<file path="config.mk">
export PLATFORM = sky130hd
export DESIGN_NAME = io_port_ctrl
export DESIGN_NICKNAME = d
export VERILOG_FILES = /design/src/rtl/io_port_ctrl.sv
export SDC_FILE = /design/constraint.sdc
export NUM_CORES = 1
export LEC_CHECK = 0
export BUFFER_PORTS_ARGS = -buffer_cell sky130_fd_sc_hd__buf_2
export CORE_MARGIN = 2
export CORE_UTILIZATION = 43
export DETAILED_ROUTE_END_ITERATION = 8
export PLACE_DENSITY = 0.63
export RECOVER_POWER = 50
export SETUP_SLACK_MARGIN = 0.2
export SYNTH_ARGS = -nofsm -noshare
export SYNTH_HDL_FRONTEND = slang
export SYNTH_SLANG_ARGS = --single-unit
</file>
<file path="constraint.sdc">
create_clock -name clk -period 2.06 [get_ports clk]
set_input_delay 0.206 -clock clk [delete_from_list [all_inputs] [get_ports clk]]
set_output_delay 0.206 -clock clk [all_outputs]
set_load 0.005 [all_outputs]
</file>
<file path="src/rtl/io_port_ctrl.sv">
// ---------------------------------------------------------------------------
// io_port_ctrl
//
// Peripheral-side responder for the processor's IN/OUT port pair.
//   - Input FIFO : an external producer pushes words over a valid/ready
//                  handshake. The processor pops them with IN instructions.
//                  The head word is presented first-word fall-through.
//   - Output FIFO: the processor pushes words with OUT instructions. An
//                  external consumer drains them over a valid/ready handshake.
//   - stall      : combinational request to hold the pipeline. It is raised
//                  when an IN finds the input FIFO empty, or when an OUT finds
//                  the output FIFO full. A stalled access changes no state.
//
// Optional build macro IOP_ERR_FLAGS_EN adds sticky error flags:
//   err_clr (in), err_underrun (out), err_overflow (out).
//
// Ports
//   clk, rst          clock; asynchronous active-low reset
//   cpu_in_rd         IN consumes the head word this cycle
//   cpu_in_data       input FIFO head (last popped word when empty)
//   cpu_in_empty      input FIFO empty
//   cpu_out_wr        OUT writes cpu_out_data this cycle
//   cpu_out_data      word written by OUT
//   cpu_out_full      output FIFO full
//   stall             pipeline stall request (combinational)
//   ext_in_valid      producer presents ext_in_data
//   ext_in_ready      input FIFO can accept (registered "not full")
//   ext_in_data       producer word
//   ext_out_valid     output FIFO head available
//   ext_out_ready     consumer accepts the head word
//   ext_out_data      output FIFO head (last popped word when empty)
// ---------------------------------------------------------------------------
module io_port_ctrl #(
    parameter int DATA_W    = 16,
    parameter int IN_DEPTH  = 4,
    parameter int OUT_DEPTH = 4
) (
    input  logic              clk,
    input  logic              rst,
    input  logic              cpu_in_rd,
    output logic [DATA_W-1:0] cpu_in_data,
    output logic              cpu_in_empty,
    input  logic              cpu_out_wr,
    input  logic [DATA_W-1:0] cpu_out_data,
    output logic              cpu_out_full,
    output logic              stall,
`ifdef IOP_ERR_FLAGS_EN
    input  logic              err_clr,
    output logic              err_underrun,
    output logic              err_overflow,
`endif
    input  logic              ext_in_valid,
    output logic              ext_in_ready,
    input  logic [DATA_W-1:0] ext_in_data,
    output logic              ext_out_valid,
    input  logic              ext_out_ready,
    output logic [DATA_W-1:0] ext_out_data
);

    localparam int IN_AW  = $clog2(IN_DEPTH);
    localparam int IN_CW  = IN_AW + 1;
    localparam int OUT_AW = $clog2(OUT_DEPTH);
    localparam int OUT_CW = OUT_AW + 1;

    localparam logic [IN_CW-1:0]  IN_FULL_CNT  = IN_CW'(IN_DEPTH);
    localparam logic [OUT_CW-1:0] OUT_FULL_CNT = OUT_CW'(OUT_DEPTH);

    // -----------------------------------------------------------------------
    // Input FIFO (external producer -> processor IN)
    // -----------------------------------------------------------------------
    logic [DATA_W-1:0] inMem [IN_DEPTH];
    logic [IN_AW-1:0]  inWrPtr;
    logic [IN_AW-1:0]  inRdPtr;
    logic [IN_CW-1:0]  inCount;
    logic [IN_CW-1:0]  inCountNext;
    logic              inReady;
    logic              inEmpty;
    logic              inPush;
    logic              inPop;
    logic [DATA_W-1:0] inLastWord;

    assign inEmpty = (inCount == '0);
    // inReady is registered "not full"; a same-cycle pop is not credited,
    // so a push can never land on a full FIFO.
    assign inPush  = ext_in_valid & inReady;
    assign inPop   = cpu_in_rd & ~inEmpty;

    always_comb begin
        inCountNext = inCount;
        if (inPush && !inPop) begin
            inCountNext = inCount + IN_CW'(1);
        end else if (inPop && !inPush) begin
            inCountNext = inCount - IN_CW'(1);
        end
    end

    always_ff @(posedge clk or negedge rst) begin
        if (!rst) begin
            inWrPtr    <= '0;
            inRdPtr    <= '0;
            inCount    <= '0;
            inReady    <= 1'b0;
            inLastWord <= '0;
        end else begin
            if (inPush) begin
                inWrPtr <= inWrPtr + IN_AW'(1);
            end
            if (inPop) begin
                inRdPtr    <= inRdPtr + IN_AW'(1);
                inLastWord <= inMem[inRdPtr];
            end
            inCount <= inCountNext;
            inReady <= (inCountNext != IN_FULL_CNT);
        end
    end

    // Storage carries no reset; the pointers and count define what is valid.
    always_ff @(posedge clk) begin
        if (inPush) begin
            inMem[inWrPtr] <= ext_in_data;
        end
    end

    assign cpu_in_empty = inEmpty;
    // When empty, show the last consumed word rather than stale storage.
    assign cpu_in_data  = inEmpty ? inLastWord : inMem[inRdPtr];
    assign ext_in_ready = inReady;

    // -----------------------------------------------------------------------
    // Output FIFO (processor OUT -> external consumer)
    // -----------------------------------------------------------------------
    logic [DATA_W-1:0] outMem [OUT_DEPTH];
    logic [OUT_AW-1:0] outWrPtr;
    logic [OUT_AW-1:0] outRdPtr;
    logic [OUT_CW-1:0] outCount;
    logic [OUT_CW-1:0] outCountNext;
    logic              outEmpty;
    logic              outFull;
    logic              outPush;
    logic              outPop;
    logic [DATA_W-1:0] outLastWord;

    assign outEmpty = (outCount == '0);
    assign outFull  = (outCount == OUT_FULL_CNT);
    // Full is judged before any same-cycle pop: the OUT is refused and retried.
    assign outPush  = cpu_out_wr & ~outFull;
    assign outPop   = ~outEmpty & ext_out_ready;

    always_comb begin
        outCountNext = outCount;
        if (outPush && !outPop) begin
            outCountNext = outCount + OUT_CW'(1);
        end else if (outPop && !outPush) begin
            outCountNext = outCount - OUT_CW'(1);
        end
    end

    always_ff @(posedge clk or negedge rst) begin
        if (!rst) begin
            outWrPtr    <= '0;
            outRdPtr    <= '0;
            outCount    <= '0;
            outLastWord <= '0;
        end else begin
            if (outPush) begin
                outWrPtr <= outWrPtr + OUT_AW'(1);
            end
            if (outPop) begin
                outRdPtr    <= outRdPtr + OUT_AW'(1);
                outLastWord <= outMem[outRdPtr];
            end
            outCount <= outCountNext;
        end
    end

    always_ff @(posedge clk) begin
        if (outPush) begin
            outMem[outWrPtr] <= cpu_out_data;
        end
    end

    assign cpu_out_full  = outFull;
    assign ext_out_valid = ~outEmpty;
    assign ext_out_data  = outEmpty ? outLastWord : outMem[outRdPtr];

    // -----------------------------------------------------------------------
    // Stall request
    // -----------------------------------------------------------------------
    logic underrunHit;
    logic overflowHit;

    assign underrunHit = cpu_in_rd & inEmpty;
    assign overflowHit = cpu_out_wr & outFull;
    // Held low while in reset so the pipeline is never frozen by a FIFO that
    // only looks empty because it is being cleared.
    assign stall       = rst & (underrunHit | overflowHit);

`ifdef IOP_ERR_FLAGS_EN
    // -----------------------------------------------------------------------
    // Sticky error flags; a new event outranks a same-cycle clear.
    // -----------------------------------------------------------------------
    logic errUnderrunQ;
    logic errOverflowQ;

    always_ff @(posedge clk or negedge rst) begin
        if (!rst) begin
            errUnderrunQ <= 1'b0;
            errOverflowQ <= 1'b0;
        end else begin
            errUnderrunQ <= underrunHit | (errUnderrunQ & ~err_clr);
            errOverflowQ <= overflowHit | (errOverflowQ & ~err_clr);
        end
    end

    assign err_underrun = errUnderrunQ;
    assign err_overflow = errOverflowQ;
`endif

endmodule

</file>
# Word level (Yosys, flattened, before mapping)
# Memories as Yosys holds them, arrays and structs flattened.
# Index checks and enable logic that the tools add are counted.
dict set report totals {
  register_bits 47
  ramBits 128
  output_inout_bits 37
  wordCells 53
  n_memories 2
}
dict set report classes {
  addsub 8
  eq_ne 2
  mux 10
  bitwise_logic 11
  reduce_logical 11
}
# name depth word_bits read_ports rd_clocked_by_memory_dff write_ports line_no
set mem_list {}
lappend mem_list {inMem 4 16 1 0 1 71} ;# logic [DATA_W-1:0] inMem [IN_DEPTH];
lappend mem_list {outMem 4 16 1 0 1 132} ;# logic [DATA_W-1:0] outMem [OUT_DEPTH];
# operator n
set op_table {}
lappend op_table {{$mux W16} 2}
lappend op_table {{$mux W3} 4}
lappend op_table {{$add A2 B1 Y2 const B} 4}
lappend op_table {{$and A1 B1 Y1} 7}
lappend op_table {{$add A3 B1 Y3 const B} 2}
lappend op_table {{$logic_not A3 Y1} 2}
lappend op_table {{$sub A3 B1 Y3 const B} 2}
lappend op_table {{$logic_and A1 B1 Y1} 4}
lappend op_table {{$logic_not A1 Y1} 4}
lappend op_table {{$mux W1} 4}
lappend op_table {{$eq A3 B3 Y1 const B} 1}
lappend op_table {{$ne A3 B3 Y1 const B} 1}
lappend op_table {{$not A1 Y1} 3}
lappend op_table {{$reduce_bool A2 Y1} 1}
lappend op_table {{$or A1 B1 Y1} 1}

# Longest topological paths before layout
# Gate-level depths: netlist of run 1.
dict set report depth {
  ltp_word 7
  ltp_mapped 10
  ltp_nobuf 8
}

# Worst setup path before layout of run 1
# No wires, ideal clock.
dict set report synth_path {
  kind {flip-flop to flip-flop}
  start {reg outCount[1]}
  end {reg outCount[2]}
  arrival_time_ps 2147
  required_ps 1981
  path_slack_ps -166
  stages_incl_launch_ff 11
  n_path_buf 2
  period_less_slack_ps 2226
  cell_sequence {dfrtp_1 or3_1 buf_6 nand2_8 buf_6 ha_1 inv_1 fa_1 xor2_1 nor2_1 xor2_1}
}
dict set report synth_via {
  elab_chain_len 6
  elab_cells_between_ends 15
}
# item line_no
set synth_rtl {}
lappend synth_rtl {{from (decl)} 135} ;# logic [OUT_CW-1:0] outCount;
lappend synth_rtl {{from (signal assigned)} 172} ;# outCount <= outCountNext;
lappend synth_rtl {{branches (longest 6 deep; another with $sub A3 B1 Y3)} --}
# Parallel ways; which one is timed is not known. The select of a mux whose other input is x is not followed.
# A chain may end at the register's enable or synchronous reset.

# Worst setup path in the final report of run 1
dict set report layout_path {
  start {reg outRdPtr[0]}
  end {out ext_out_data[9]}
}
dict set report layout_via {
  elab_chain_len 2
}
# item line_no
set layout_rtl {}
lappend layout_rtl {{from (decl)} 134} ;# logic [OUT_AW-1:0] outRdPtr;
lappend layout_rtl {{from (signal assigned)} 169} ;# outRdPtr <= outRdPtr + OUT_AW'(1);
lappend layout_rtl {{$mem_v2 Z4 W16} --}
lappend layout_rtl {{$mux W16} 184} ;# assign ext_out_data = outEmpty ? outLastWord : outMem[outRdPtr];
lappend layout_rtl {{to (decl)} 57} ;# output logic [DATA_W-1:0] ext_out_data
# Every way passes these cells.

==> impl_metrics.json, run 1 <==
{
  "fin_nets": 631,
  "period_share_pct": 107,
  "grt-ovfl-total": 0,
  "crit_cells": 5,
  "power_density_nw_per_um2": 1520,
  "worst_slack_ns": -0.143,
  "wl_met2_um": 7760,
  "netlist.area_leader.share_pct": 53.5,
  "num_vias": 4036,
  "drt-vias-per-instance": 4.96,
  "synth-edff-count": 128,
  "wl_met1_um": 5780,
  "wire_per_inst_um": 17.6,
  "critical_path_required_ns": 1.85,
  "clkTransAtPathRegs_ns": 0.06,
  "cts.sinks": 175,
  "cp_top_family": "multiplexers",
  "place_congestion": 0.731,
  "synth_common_cells": "128 x edfxtp_1, 101 x nand2_1, 47 x dfrtp_1, 34 x mux2_2, 24 x mux4_2",
  "hold_viol_final": 0,
  "met3WireLength_um": 612,
  "grt_max_degree": 31,
  "reg2regPathDepth": 8,
  "p_leak_nw": 3.62,
  "synth_largest_area_cell": "edfxtp_1",
  "row_count": 47,
  "syn_nets": 480,
  "vdd_ir_drop_max_v": 0.000681,
  "grt_usage_pct": 17.2,
  "critPathSlowestCell": "mux4_2",
  "io-pin-count": 75,
  "initial_core_util_pct": 43.7,
  "yosysWarnings": 0,
  "hpwl_um": 8750,
  "fp.coreArea_um2": 16500,
  "worst-path-buf-inv": 3,
  "grt_pass1_vias": 4255,
  "synthFlopType": "edfxtp_1",
  "antenna_found_initial": 0,
  "slew_headroom_pct": 45.6,
  "synth-seq-cells": 175,
  "yosysMostFrequentCell": "edfxtp_1",
  "portBuffers": 74,
  "violations": "setup timing",
  "cts_tree": "yes",
  "htreeDepth": 4,
  "setup_tns_ns": -2.08,
  "slew_violations": 0,
  "period_needed_ns": 2.20,
  "crit_type": "reg2out",
  "final_layout_size_suffix_gt1_share_pct": 35.4,
  "netlist_instances": 429,
  "dp_slack_ns": 0.0115,
  "cts-root-buf": "clkbuf_16",
  "tightest_slew_ns": 0.816,
  "insertion_delay_ns": 0.42,
  "max_stage_delay_ns": 0.51,
  "rsz0062_at_grt": "true",
  "crit_path_end_kind": "primary output",
  "maxCapViolations": 0,
  "synth_area_um2": 7190,
  "max_clock_freq_mhz": 454,
  "synth-seq-area-share_pct": 69.8,
  "area_delta_synth_final_pct": 29.2,
  "wl_um": 14300,
  "grt_pass1_wl_um": 22800,
  "drt_first_iter_violations": 288,
  "cp-start-kind": "flip-flop",
  "topRoutingLayerUsed": "met4",
  "arrival_ns": 2.00,
  "diodes": 0,
  "drc": 0,
  "die_h_um": 133,
  "first_pass_iters": 5,
  "antenna_left": 0,
  "syn_avg_cell_area_um2": 16.8,
  "cp_cell_sequence": "buf_4, buf_16, mux4_2, mux2_2, buf_2",
  "worstPathMaxFanout": 7,
  "outcome": "finished with violations",
  "async_flop_share_pct": 26.9,
  "setup_viol": 28,
  "synth_top_cells_by_area": "edfxtp_1 53%, dfrtp_1 16%, mux4_2 7.5%",
  "min_path_cells": 1,
  "cts_buffer_depth": 2,
  "die_w_um": 133,
  "cts_buffers": 17,
  "die-area_um2": 17800,
  "hp-class": "in2reg",
  "worst_clock_skew_ns": 0.00669,
  "synth_cell_types": 37
}
==> logic make-up after synthesis <==
| logic type | after synthesis | share of synthesized area (%) |
|---|---|---|
| DFF | 175 | 69.8 |
| and+or+nand+nor | 129 | 7.78 |
| muxes | 66 | 15.8 |
| buffers and inverters | 27 | 2.28 |
| adders and majority gates | 13 | 2.37 |
| AOI/OAI and AO/OA | 10 | 0.888 |
| xor gates and xnor gates | 9 | 1.10 |
==> routing by layer <==
metal	track usage (%)	up-vias
met5	0	-
met3	4.38	11
met4	6.50	0
met2	30.4	89
li1	-	1882
met1	20.4	2054
==> where the power goes <==
part,switching [mW],internal (mW)
logic,2.62,3.25
clock network,1.27,1.81
registers,0.359,4.81
==> worst register-to-register path, delay by kind of cell, from the launching register on <==
| kind | cells | cell delay (ns) |
|---|---|---|
| buffers and inverters | 1 | 0.04 |
| AND/OR/NAND/NOR | 3 | 0.64 |
| flip-flops | 1 | 0.39 |
| XOR/XNOR | 2 | 0.33 |
| adder cells (fa/ha/maj) | 2 | 0.47 |
==> what timing repair did <==
action / CTS / global route
cloned: 4 / 0
buffers inserted: 14 / 2
pin swaps: 31 / 8
hold buffers: 30 / 1
gates resized for setup: 53 / 22
endpoints found under the hold margin: 133 / 4
endpoints found under the setup margin: 37 / 37
==> registers in the layout (all words and copies together) (netlist names) <==
signal,count
inCount,3
inMem,64
outMem,64
inLastWord,16
inWrPtr,2
outRdPtr,2
outLastWord,16
outWrPtr,2
inRdPtr,2
ext_in_ready,1
outCount,3
==> per-stage QoR <==
stage	power [mW]	cell area (µm²)	utilization, %	instances	hold slack, ns
5_1_grt	15.0	9290	56.4	813	0.0733
4_1_cts	14.0	9220	56.0	810	0.00130
3_3_place_gp	9.64	7970	48.4	730	0.207
6_report	14.1	9290	56.4	813	0.0920
3_5_place_dp	9.82	7970	48.4	730	0.214
2_1_floorplan	8.14	7210	-	429	-0.0896
==> cell type report <==
type | count | area [µm²]
timing repair buffer | 151 | 1270
clock buffer | 21 | 450
tap | 220 | 275
fill | 1311 | 7180
multi-input combinational | 227 | 2120
sequential | 175 | 5020
clock inverter | 11 | 118
inverter | 8 | 35.0
==> worst paths after layout <==
kind                       slack [ns]        startpoint         endpoint
setup / recovery                -0.14       outRdPtr[0]  ext_out_data[9]
hold reg to reg                  0.48     inLastWord[5]    inLastWord[5]
hold / removal                   0.09  cpu_out_data[13]    outMem[2][13]
min in group asynchronous        0.30               rst   outLastWord[0]
max in group asynchronous        0.54               rst      outCount[1]
setup reg to reg                 0.13       outCount[0]      outCount[2]
==> layout by cell type (no fill, tap or decap), types with 17 or more instances in the layout <==
cell and n:
mux4_2 32, buf_4 25, clkbuf_1 35, clkbuf_16 17
dlygate4sd3_1 31, nand2_1 87, buf_6 21, mux2_2 21
edfxtp_1 128, dfrtp_1 46, buf_2 29
Power figures use the tool's default switching activity.
==> run 2, diff against run 1 <==
- CELL_PAD_IN_SITES_DETAIL_PLACEMENT: unset -> 0
- CELL_PAD_IN_SITES_GLOBAL_PLACEMENT: unset -> 1
- GPL_ROUTABILITY_DRIVEN: unset -> 1
- PLACE_DENSITY: 0.63 -> 0.72
==> impl_metrics.json, run 2 (same netlist as run 1, synthesis figures left out) <==
{
  "whs_ns": 0.102,
  "placed_area_um2": 7980,
  "stdcell_area_um2": 9200,
  "first_pass_iters": 6,
  "slew_violations": 0,
  "fin_nets": 624,
  "layout_common_cells": "128 x edfxtp_1, 86 x nand2_1, 45 x dfrtp_1",
  "wl_um": 13900,
  "hpwl_um": 8580,
  "violations": "setup timing",
  "max_clock_freq_mhz": 467,
  "portBuffers": 74,
  "htreeDepth": 4,
  "mostFrequentLayoutCell": "edfxtp_1",
  "grt_max_degree": 48,
  "worstPathMaxFanout": 9,
  "insertion_delay_ns": 0.42,
  "grt-ovfl-total": 0,
  "area_delta_synth_final_pct": 27.9,
  "num_vias": 4006,
  "cts_tree": "yes",
  "initial_core_util_pct": 43.7,
  "power_density_nw_per_um2": 1500,
  "die-area_um2": 17800,
  "crit_type": "reg2out",
  "maxCapViolations": 0,
  "drc": 0,
  "outcome": "finished with violations",
  "wire_per_inst_um": 17.2,
  "io-pin-count": 75,
  "hp-class": "in2reg",
  "cts_buffer_depth": 2,
  "drt-vias-per-instance": 4.97,
  "crit_path_end_kind": "primary output",
  "cts_buffers": 17,
  "diodes": 0,
  "place_congestion": 0.735,
  "cts.sinks": 175,
  "fp.coreArea_um2": 16500,
  "rsz0062_at_grt": "true",
  "die_w_um": 133,
  "dp_slack_ns": -0.00831,
  "arrival_ns": 1.93,
  "critical_path_required_ns": 1.85,
  "grt_usage_pct": 16.7,
  "row_count": 47,
  "vdd_ir_drop_max_v": 0.00103,
  "antenna_left": 0,
  "reg.largest.list": "inMem x64, outMem x64",
  "setup_tns_ns": -0.990,
  "cp-start-kind": "flip-flop",
  "drt_first_iter_violations": 275,
  "cts-root-buf": "clkbuf_16",
  "period_share_pct": 104,
  "hold_viol_final": 0,
  "worst_clock_skew_ns": 0.00488,
  "tightest_slew_ns": 1.36,
  "die_h_um": 133,
  "grt_pass1_wl_um": 22100,
  "slew_headroom_pct": 9.45,
  "antenna_found_initial": 0,
  "grt_pass1_vias": 4151,
  "period_needed_ns": 2.14,
  "p_leak_nw": 3.58,
  "setup_viol": 16,
  "worst_slack_ns": -0.0804,
  "clkTransAtPathRegs_ns": 0.06,
  "final_layout_size_suffix_gt1_share_pct": 35.2
}
run 2: cell count changes in the layout (fill, tap and decap cells not counted), sizes merged:
cell / before / now
clkbuf: 54 / 52
inv: 7 / 10
buf: 87 / 79
run 2: layout make-up:
cell class / count / area (µm²)
Fill cell: 1363 / 7270
Sequential cell: 175 / 5020
Multi-Input combinational cell: 227 / 2110
Timing Repair Buffer: 144 / 1190
Clock buffer: 18 / 429
Tap cell: 220 / 275
Clock inverter: 14 / 141
Inverter: 8 / 31.3
run 2: worst paths after layout:
check | startpoint | to | slack, ns | depth (start not counted)
min reg2reg | inLastWord[5] | inLastWord[5] | 0.47 | 2
min | ext_in_data[7] | inMem[3][7] | 0.10 | 1
max reg2reg | outCount[2] | outCount[2] | 0.08 | 8
max in group asynchronous | rst | outRdPtr[0] | 0.33 | 3
max | outRdPtr[0] | ext_out_data[1] | -0.08 | 4
min in group asynchronous | rst | outLastWord[14] | 0.82 | 3
run 2: per-layer routing:
layer  vias to the layer above  global-route usage (%)  share of wire [%]
met2                        87                    28.6                 53
met4                         0                    6.03                1.8
li1                       1876                       -                  -
met5                         -                       0                  0
met3                        19                    4.30                3.8
met1                      2024                    20.6                 42
run 2: timing repair:
item,CTS,global route
pin swaps,20,20
gates resized for setup,44,27
endpoints found under the setup margin,37,37
hold endpoints to repair,157,0
gates cloned,4,0
hold buffers,31,0
buffers inserted,6,5
run 2: stage by stage:
step / util [%] / power, mW / cells
after global routing: 55.9 / 14.6 / 806
after global placement: 48.5 / 9.63 / 728
after detailed placement: 48.5 / 9.79 / 728
after CTS: 55.3 / 13.7 / 801
after floorplan: - / 8.14 / 429
final: 55.9 / 13.8 / 806
run 2: critical path, cell delays in order, from the launching register on:
cell	delay (ns)
dfrtp_2	0.42
buf_12	0.16
mux4_2	0.54
mux2_4	0.28
buf_6	0.11
run 2: where the power goes:
part           leakage [nW]  total, mW  switching (mW)  internal [mW]
logic                  1.58       5.56            2.49           3.07
clock network         0.273       3.10            1.32           1.78
registers              1.73       5.16           0.358           4.81
total                  3.58       13.8            4.17           9.66
